--- src/rtl/mul_rs_pkg.sv ---
// Shared types for the multiply reservation station: ALU op and CDB packet
// definitions, the ROB tag type and the station entry layout.
package mul_rs_pkg;

  localparam int MUL_RS_TAG_W = 4;

  typedef logic [MUL_RS_TAG_W-1:0] rob_tag_t;

  // Bit 0 of every multiply op selects the high half of the product.
  typedef enum logic [3:0] {
    ALU_MUL    = 4'h0,
    ALU_MULH   = 4'h1,
    ALU_MULHSU = 4'h3,
    ALU_MULHU  = 4'h5
  } ALU_op_t;

  typedef struct packed {
    rob_tag_t    dest_ROB_entry;
    logic [31:0] result;
  } CDB_packet_t;

  typedef struct packed {
    logic        valid;
    rob_tag_t    rob;
    ALU_op_t     op;
    logic [31:0] a_val;
    logic        a_rdy;
    rob_tag_t    a_tag;
    logic [31:0] b_val;
    logic        b_rdy;
    rob_tag_t    b_tag;
  } mul_rs_entry_t;

  function automatic logic [3:0] popcount8(input logic [7:0] v);
    logic [3:0] n;
    n = '0;
    for (int i = 0; i < 8; i++) n = n + 4'(v[i]);
    return n;
  endfunction

endpackage

--- src/rtl/mul_rs_select.sv ---
// Issue picker for mul_rs: one-hot grant among ready entries.
// MUL_RS_AGE_EN selects oldest-first via an age matrix; otherwise lowest index wins.
module mul_rs_select
  import mul_rs_pkg::*;
#(
  parameter int DEPTH = 4
) (
  input  logic [DEPTH-1:0]            ready,
`ifdef MUL_RS_AGE_EN
  // older[j][i] = 1 means entry j was dispatched before entry i
  input  logic [DEPTH-1:0][DEPTH-1:0] older,
`endif
  output logic [DEPTH-1:0]            grant,
  output logic                        any_ready
);

`ifdef MUL_RS_AGE_EN
  always_comb begin
    grant = '0;
    for (int i = 0; i < DEPTH; i++) begin
      grant[i] = ready[i];
      for (int j = 0; j < DEPTH; j++) begin
        if (j != i && ready[j] && older[j][i]) grant[i] = 1'b0;
      end
    end
  end
`else
  logic found;

  always_comb begin
    grant = '0;
    found = 1'b0;
    for (int i = 0; i < DEPTH; i++) begin
      if (ready[i] && !found) begin
        grant[i] = 1'b1;
        found    = 1'b1;
      end
    end
  end
`endif

  assign any_ready = |ready;

endmodule

--- src/rtl/mul_rs.sv ---
// Reservation station for the integer multiply unit: dispatch, CDB wakeup,
// single issue per cycle, flush. MUL_RS_AGE_EN enables oldest-first issue.
module mul_rs
  import mul_rs_pkg::*;
#(
  parameter int DEPTH = 4,
  parameter int TAG_W = MUL_RS_TAG_W
) (
  input  logic                     clk,
  input  logic                     reset,
  input  logic                     flush,
  input  logic                     disp_valid,
  output logic                     disp_ready,
  input  logic [TAG_W-1:0]         disp_rob_entry,
  input  ALU_op_t                  disp_op,
  input  logic [31:0]              disp_a_val,
  input  logic [31:0]              disp_b_val,
  input  logic                     disp_a_rdy,
  input  logic                     disp_b_rdy,
  input  logic [TAG_W-1:0]         disp_a_tag,
  input  logic [TAG_W-1:0]         disp_b_tag,
  input  logic                     cdb_valid,
  input  CDB_packet_t              cdb,
  input  logic                     fu_ready,
  output logic                     fu_valid,
  output logic [31:0]              fu_a,
  output logic [31:0]              fu_b,
  output logic [TAG_W-1:0]         fu_rob_entry,
  output ALU_op_t                  fu_op,
  output logic [$clog2(DEPTH):0]   occupancy
);

  localparam int OCC_W = $clog2(DEPTH) + 1;

  mul_rs_entry_t    entries_q [DEPTH];
  mul_rs_entry_t    entries_d [DEPTH];
  mul_rs_entry_t    new_entry;
  logic [DEPTH-1:0] valid_vec;
  logic [DEPTH-1:0] ready_vec;
  logic [DEPTH-1:0] alloc;
  logic [DEPTH-1:0] grant;
  logic             alloc_found;
  logic             any_ready;
  logic             dispatch;
  logic             issue;
  logic             disp_a_hit;
  logic             disp_b_hit;
  logic [3:0]       op_bits;

  // NOTE: every variable driven in an always_comb gets a default first,
  // so no path through the block can leave it holding and infer a latch.
  always_comb begin
    valid_vec = '0;
    ready_vec = '0;
    for (int i = 0; i < DEPTH; i++) begin
      valid_vec[i] = entries_q[i].valid;
      ready_vec[i] = entries_q[i].valid & entries_q[i].a_rdy & entries_q[i].b_rdy;
    end
  end

  assign occupancy  = OCC_W'(popcount8(8'(valid_vec)));
  assign disp_ready = (occupancy < OCC_W'(DEPTH));
  assign dispatch   = disp_valid & disp_ready & ~flush;
  assign issue      = any_ready & fu_ready & ~flush;
  assign fu_valid   = issue;

  always_comb begin
    alloc       = '0;
    alloc_found = 1'b0;
    for (int i = 0; i < DEPTH; i++) begin
      if (!valid_vec[i] && !alloc_found) begin
        alloc[i]    = 1'b1;
        alloc_found = 1'b1;
      end
    end
  end

  // An operand whose producer broadcasts in the dispatch cycle is captured
  // here, otherwise no later broadcast would ever wake it.
  assign disp_a_hit = cdb_valid && (cdb.dest_ROB_entry == rob_tag_t'(disp_a_tag));
  assign disp_b_hit = cdb_valid && (cdb.dest_ROB_entry == rob_tag_t'(disp_b_tag));

  always_comb begin
    new_entry.valid = 1'b1;
    new_entry.rob   = rob_tag_t'(disp_rob_entry);
    new_entry.op    = disp_op;
    new_entry.a_rdy = disp_a_rdy | disp_a_hit;
    new_entry.a_val = disp_a_rdy ? disp_a_val : cdb.result;
    new_entry.a_tag = rob_tag_t'(disp_a_tag);
    new_entry.b_rdy = disp_b_rdy | disp_b_hit;
    new_entry.b_val = disp_b_rdy ? disp_b_val : cdb.result;
    new_entry.b_tag = rob_tag_t'(disp_b_tag);
  end

  always_comb begin
    for (int i = 0; i < DEPTH; i++) begin
      entries_d[i] = entries_q[i];
      if (issue && grant[i]) entries_d[i].valid = 1'b0;
      if (cdb_valid && entries_q[i].valid) begin
        if (!entries_q[i].a_rdy && entries_q[i].a_tag == cdb.dest_ROB_entry) begin
          entries_d[i].a_val = cdb.result;
          entries_d[i].a_rdy = 1'b1;
        end
        if (!entries_q[i].b_rdy && entries_q[i].b_tag == cdb.dest_ROB_entry) begin
          entries_d[i].b_val = cdb.result;
          entries_d[i].b_rdy = 1'b1;
        end
      end
      if (dispatch && alloc[i]) entries_d[i] = new_entry;
      if (flush) entries_d[i].valid = 1'b0;
    end
  end

  // NOTE: the entries are plain flops, so the whole entry is cleared on
  // reset; the issue mux then shows zeros rather than stale payload.
  always_ff @(posedge clk or posedge reset) begin
    if (reset) begin
      for (int i = 0; i < DEPTH; i++) entries_q[i] <= '0;
    end else begin
      // NOTE: state updates use non-blocking assignment so every flop
      // samples the pre-edge values regardless of statement order.
      entries_q <= entries_d;
    end
  end

`ifdef MUL_RS_AGE_EN
  logic [DEPTH-1:0][DEPTH-1:0] older_q;
  logic [DEPTH-1:0][DEPTH-1:0] older_d;

  always_comb begin
    older_d = older_q;
    for (int s = 0; s < DEPTH; s++) begin
      if (issue && grant[s]) begin
        for (int j = 0; j < DEPTH; j++) begin
          older_d[s][j] = 1'b0;
          older_d[j][s] = 1'b0;
        end
      end
    end
    // The newcomer is younger than every entry that stays valid.
    for (int k = 0; k < DEPTH; k++) begin
      if (dispatch && alloc[k]) begin
        for (int j = 0; j < DEPTH; j++) begin
          older_d[k][j] = 1'b0;
          older_d[j][k] = (j != k) && valid_vec[j] && !(issue && grant[j]);
        end
      end
    end
  end

  always_ff @(posedge clk or posedge reset) begin
    if (reset)      older_q <= '0;
    else if (flush) older_q <= '0;
    else            older_q <= older_d;
  end
`endif

  mul_rs_select #(.DEPTH(DEPTH)) u_select (
    .ready     (ready_vec),
`ifdef MUL_RS_AGE_EN
    .older     (older_q),
`endif
    .grant     (grant),
    .any_ready (any_ready)
  );

  always_comb begin
    fu_a         = '0;
    fu_b         = '0;
    fu_rob_entry = '0;
    op_bits      = '0;
    for (int i = 0; i < DEPTH; i++) begin
      if (grant[i]) begin
        fu_a         = fu_a | entries_q[i].a_val;
        fu_b         = fu_b | entries_q[i].b_val;
        fu_rob_entry = fu_rob_entry | TAG_W'(entries_q[i].rob);
        op_bits      = op_bits | entries_q[i].op;
      end
    end
  end

  assign fu_op = ALU_op_t'(op_bits);

endmodule

--- config.mk ---
export PLATFORM = sky130hd
export DESIGN_NAME = mul_rs
export DESIGN_NICKNAME = d
export VERILOG_FILES = /design/src/rtl/mul_rs_pkg.sv /design/src/rtl/mul_rs_select.sv /design/src/rtl/mul_rs.sv
export SDC_FILE = /design/constraint.sdc
export NUM_CORES = 1
export LEC_CHECK = 0
export ABC_CLOCK_PERIOD_IN_PS = 8750
export BUFFER_PORTS_ARGS = -buffer_cell sky130_fd_sc_hd__buf_4
export CAP_MARGIN = 0
export CORE_MARGIN = 5
export CORE_UTILIZATION = 45
export CTS_CLUSTER_SIZE = 40
export DETAILED_ROUTE_END_ITERATION = 10
export GPL_TIMING_DRIVEN = 0
export PLACE_DENSITY_LB_ADDON = 0.05
export REMOVE_ABC_BUFFERS = 1
export SLEW_MARGIN = 20
export SYNTH_ARGS = -nofsm -noshare
export SYNTH_HDL_FRONTEND = slang
export SYNTH_SLANG_ARGS = --single-unit
--- constraint.sdc ---
create_clock -name clk -period 8.75 [get_ports clk]
set_input_delay 0.4375 -clock clk [delete_from_list [all_inputs] [get_ports clk]]
set_output_delay 0.4375 -clock clk [all_outputs]
set_load 0.02 [all_outputs]
==> Flow_metrics.wiki <==
{| class="wikitable"
! Metric !! Value
|-
| Total count of hold-check failures in the final report || 0
|-
| Remaining DRCs || 0
|-
| Vert. Die Dim || 202 um
|-
| Pins over their slew limit || 0
|-
| Initial Util || 45.4%
|-
| Most used flip-flop cell after synthesis || sky130_fd_sc_hd__dfrtp_1
|-
| Number of port buffers || 200
|-
| Gr ovfl total || 0
|-
| Lkg Pwr || ~10 nW
|-
| Part of the cycle the worst path needs || about half
|-
| Synth area leaders || sky130_fd_sc_hd__dfrtp_1 50%, sky130_fd_sc_hd__a221o_1 11%, sky130_fd_sc_hd__nand2_1 7.6%
|-
| Number of hold buffers added after cts || 1
|-
| Mapped Cells || about 1700
|-
| Max-capacitance violation count || 0
|-
| Post-detailed-placement half-perimeter wirelength || roughly 38000 um
|-
| Clock tree skew after final layout || roughly 0.014 ns
|-
| Cells on Worst Hold Path || 3
|-
| Startpoint class of the critical path || flip-flop
|-
| Mapped Area || 16500 sq um
|-
| Fillers || 3232
|-
| Fraction of synthesis flops using an asynchronous set or reset pin || between 90% and 100%
|-
| Global-route wire length before repair || 94900 um
|-
| Critical path depth in cells || 12
|-
| Post-route worst setup slack || about 4.4 ns
|-
| Kind of cell adding the most delay to the critical path || simple AND/OR/NAND/NOR gates
|-
| Post-CTS sizing || 0
|-
| Number of buffers inserted during clock tree synthesis || 39
|-
| Path depth of the worst reg2reg path || 12
|-
| Hold WS || roughly 0.13 ns
|-
| Total core area || 36400 sq um
|-
| Largest reg by FF count || entries_q
|-
| Detailed-route vias per instance || between 6 and 7
|-
| Share of post-route cells with drive strength above 1 || a little under a fifth
|-
| Worst hold path class || in -> reg
|-
| Clock latency at the later pin of the worst-skew pair || 0.54 ns
|-
| FMAX || ~0.23 GHz
|-
| Final critical path time including I/O delays and setup || about 4.3 ns
|-
| Floorplan die width || approximately 200 um
|-
| Via count of the first global-routing pass || about 16000
|-
| Starting DRT DRC Count || 1251
|-
| Number of levels in the clock H-tree || 2
|-
| Actual transition at the worst max-transition pin || between 1 and 1.5 ns
|-
| Registers with the most flip-flops || entries_q: 332 flops
|-
| Share of the synthesized area in the top cell type || ~50%
|-
| Library cell occupying the most area in the post-synthesis netlist || sky130_fd_sc_hd__dfrtp_1
|-
| Sequential-to-total area share from yosys stat || between 50% and 60%
|-
| Critical path class || reg -> reg
|-
| Routed wire length per instance || between 20 and 30 um
|-
| Cells along the critical path || inv_1 -> fa_1 -> inv_1 -> ha_1 -> ha_1 -> nand4bb_1 -> nor2_4 -> buf_16 -> a21oi_4 -> buf_16 -> buf_16 -> a221o_1
|-
| Max-Slew Margin vs Limit || between 20 and 30%
|-
| CTS clk-pin slew, worst paths || ~0.060 ns
|-
| Avg Synthesized Cell Area || roughly 9.6 sq um
|-
| Initial antenna violation count || 3
|-
| CP arrival || around 4.8 ns
|-
| Critical Path Slowest Stage Cell || sky130_fd_sc_hd__nor2_4
|-
| GPL Wtd Cong || roughly 0.79
|-
| First-pass DRT Iterations || 6
|-
| Maximum number of pins on one net before global-route repair || slightly above 100
|-
| Max VDD drop || about 0.00017 V
|-
| Post-synth EDFFs || 0
|-
| Yosys warns || 0
|-
| Layout net count || between 1500 and 2000
|-
| Final WL || roughly 61000 um
|-
| Std cell rows || 70
|-
| Type of element capturing the critical path || flip-flop
|-
| Synthesis-to-finish area growth || 24.1%
|-
| Crit-path max cell delay || roughly 0.71 ns
|-
| Synthesized flop and latch total || roughly 330
|-
| Most frequent cell on the critical path || sky130_fd_sc_hd__buf_16
|-
| Number of top-level design ports || about 200
|-
| RSZ-0062 raised after global routing || false
|-
| Required arrival time at the worst endpoint || between 9 and 10 ns
|-
| Number of distinct library cells after synthesis || 48
|-
| Overall track demand over capacity in global routing || between 20% and 30%
|-
| CTS root buf || sky130_fd_sc_hd__clkbuf_16
|-
| Critical-path maximum fanout || 17
|-
| Detailed-route via count || between 10000 and 15000
|-
| Setup-violating endpoint count in the final report || 0
|-
| Longest Clk Path Bufs || 3
|-
| Power Dens Cells || 230 nW/um^2
|-
| Crit path buffers/inverters || 5
|-
| TritonCTS clock tree || yes
|-
| Pre-CTS setup slack || ~4.5 ns
|-
| Postcts setup bufs || 0
|-
| Area of the die || 40700 sq um
|-
| Clock sink count || between 300 and 400
|-
| Status || finished, final reports clean
|-
| Post-route antenna net violation count || 0
|-
| Flip-flop count of the largest register, all copies and words added || roughly 330
|}
[layout make-up]
cell class                 count  area, sq um  area share (%)
sequential                   332         8310            40.5
multi-input combinational   1115         7280            35.5
timing repair buffer         258         2590            12.6
clock buffer                  59         1210            5.91
tap                          468          586            2.85
inverter                     117          447            2.18
clock inverter                 7         92.6           0.451
antenna                        2         5.00          0.0244
[metal layers]
metal / vias to the layer above / global-route usage [%] / share of wire [%]
met5: - / 0 / 0.020
met4: 2 / 9.81 / 2.9
met3: 120 / 6.53 / 8.8
met2: 721 / 47.2 / 47
met1: 7513 / 40.4 / 42
li1: 6562 / - / -
[through the flow]
| stage | cells | TNS, ns | util (%) | instance area (sq um) | total power, mW |
|---|---|---|---|---|---|
| after global routing | 2357 | 0 | 56.3 | 20500 | 4.92 |
| after CTS | 2355 | 0 | 56.3 | 20500 | 4.74 |
| after global placement | 2232 | -2452.58 | 49.3 | 17900 | 3.01 |
| final | 2358 | 0 | 56.3 | 20500 | 4.72 |
| after floorplan | 1564 | -293.48 | - | 15900 | 2.63 |
| after detailed placement | 2288 | 0 | 52.6 | 19200 | 3.06 |
[Yosys cell counts (8+ instances only)]
library cell / n
sky130_fd_sc_hd__nand2_1: 337
sky130_fd_sc_hd__dfrtp_1: 332
sky130_fd_sc_hd__a221o_1: 188
sky130_fd_sc_hd__and3_1: 159
sky130_fd_sc_hd__inv_1: 117
sky130_fd_sc_hd__clkbuf_1: 86
sky130_fd_sc_hd__a221oi_1: 75
sky130_fd_sc_hd__nor2_1: 73
sky130_fd_sc_hd__o221ai_1: 64
sky130_fd_sc_hd__o21ai_0: 53
sky130_fd_sc_hd__buf_2: 41
sky130_fd_sc_hd__xor2_1: 32
sky130_fd_sc_hd__and2_1: 31
sky130_fd_sc_hd__nor3_1: 20
sky130_fd_sc_hd__o21ai_1: 19
sky130_fd_sc_hd__buf_1: 10
sky130_fd_sc_hd__buf_4: 10
sky130_fd_sc_hd__xnor2_1: 8
[path summary, 6_finish.rpt]
kind                       slack (ns)             end      startpoint
hold / removal                   0.13   entries_q[74]      disp_op[0]
hold reg to reg                  0.47   entries_q[74]   entries_q[74]
setup / recovery                 4.40  entries_q[208]  entries_q[331]
max in group asynchronous        7.01    entries_q[8]           reset
min in group asynchronous        0.52  entries_q[321]           reset
setup reg to reg                 4.40  entries_q[208]  entries_q[331]
[cell usage in the layout (no fill, tap or decap), types with 4 or more instances in the layout]
| cell | instances |
|---|---|
| sky130_fd_sc_hd__buf_4 | 206 |
| sky130_fd_sc_hd__inv_1 | 116 |
| sky130_fd_sc_hd__buf_16 | 24 |
| sky130_fd_sc_hd__o21ai_1 | 19 |
| sky130_fd_sc_hd__buf_8 | 7 |
| sky130_fd_sc_hd__nand3_1 | 4 |
| sky130_fd_sc_hd__a221o_1 | 188 |
| sky130_fd_sc_hd__clkbuf_8 | 12 |
| sky130_fd_sc_hd__clkbuf_16 | 41 |
| sky130_fd_sc_hd__xnor2_1 | 8 |
| sky130_fd_sc_hd__nand2_1 | 337 |
| sky130_fd_sc_hd__clkbuf_1 | 6 |
| sky130_fd_sc_hd__buf_12 | 5 |
| sky130_fd_sc_hd__a22o_2 | 6 |
| sky130_fd_sc_hd__a21oi_4 | 6 |
| sky130_fd_sc_hd__buf_6 | 15 |
| sky130_fd_sc_hd__xor2_1 | 32 |
| sky130_fd_sc_hd__and2_1 | 31 |
| sky130_fd_sc_hd__a221oi_1 | 75 |
| sky130_fd_sc_hd__o21ai_0 | 53 |
| sky130_fd_sc_hd__and3_1 | 157 |
| sky130_fd_sc_hd__o221ai_1 | 64 |
| sky130_fd_sc_hd__dfrtp_1 | 332 |
| sky130_fd_sc_hd__nor3_1 | 19 |
| sky130_fd_sc_hd__a22oi_1 | 6 |
| sky130_fd_sc_hd__nor2_1 | 72 |
[power by group]
group / switching, mW / internal [mW]
combinational: 0.509 / 0.474
clock: 0.665 / 1.01
sequential: 0.197 / 1.87
[kinds of logic (layout without fill, tap and decap cells)]
kind of cell               Yosys count  in the layout  share of synthesized area [%]
xor gates and xnor gates            40             40                           2.12
AOI/OAI and AO/OA                  431            431                           22.5
DFF                                332            332                           50.2
adders and majority gates            3              3                          0.272
and+or+nand+nor                    641            641                           18.1
buffers and inverters              268            441                           6.80
other                                0              2                              0
[worst register-to-register path, stage by stage, from the launching register on]
cell                        delay, ns
sky130_fd_sc_hd__dfrtp_1         0.61
sky130_fd_sc_hd__inv_1           0.13
sky130_fd_sc_hd__fa_1            0.50
sky130_fd_sc_hd__inv_1           0.04
sky130_fd_sc_hd__ha_1            0.17
sky130_fd_sc_hd__ha_1            0.29
sky130_fd_sc_hd__nand4bb_1       0.62
sky130_fd_sc_hd__nor2_4          0.71
sky130_fd_sc_hd__buf_16          0.25
sky130_fd_sc_hd__a21oi_4         0.13
sky130_fd_sc_hd__buf_16          0.24
sky130_fd_sc_hd__buf_16          0.16
sky130_fd_sc_hd__a221o_1         0.36
No activity file was read; power rests on OpenSTA's default activity.
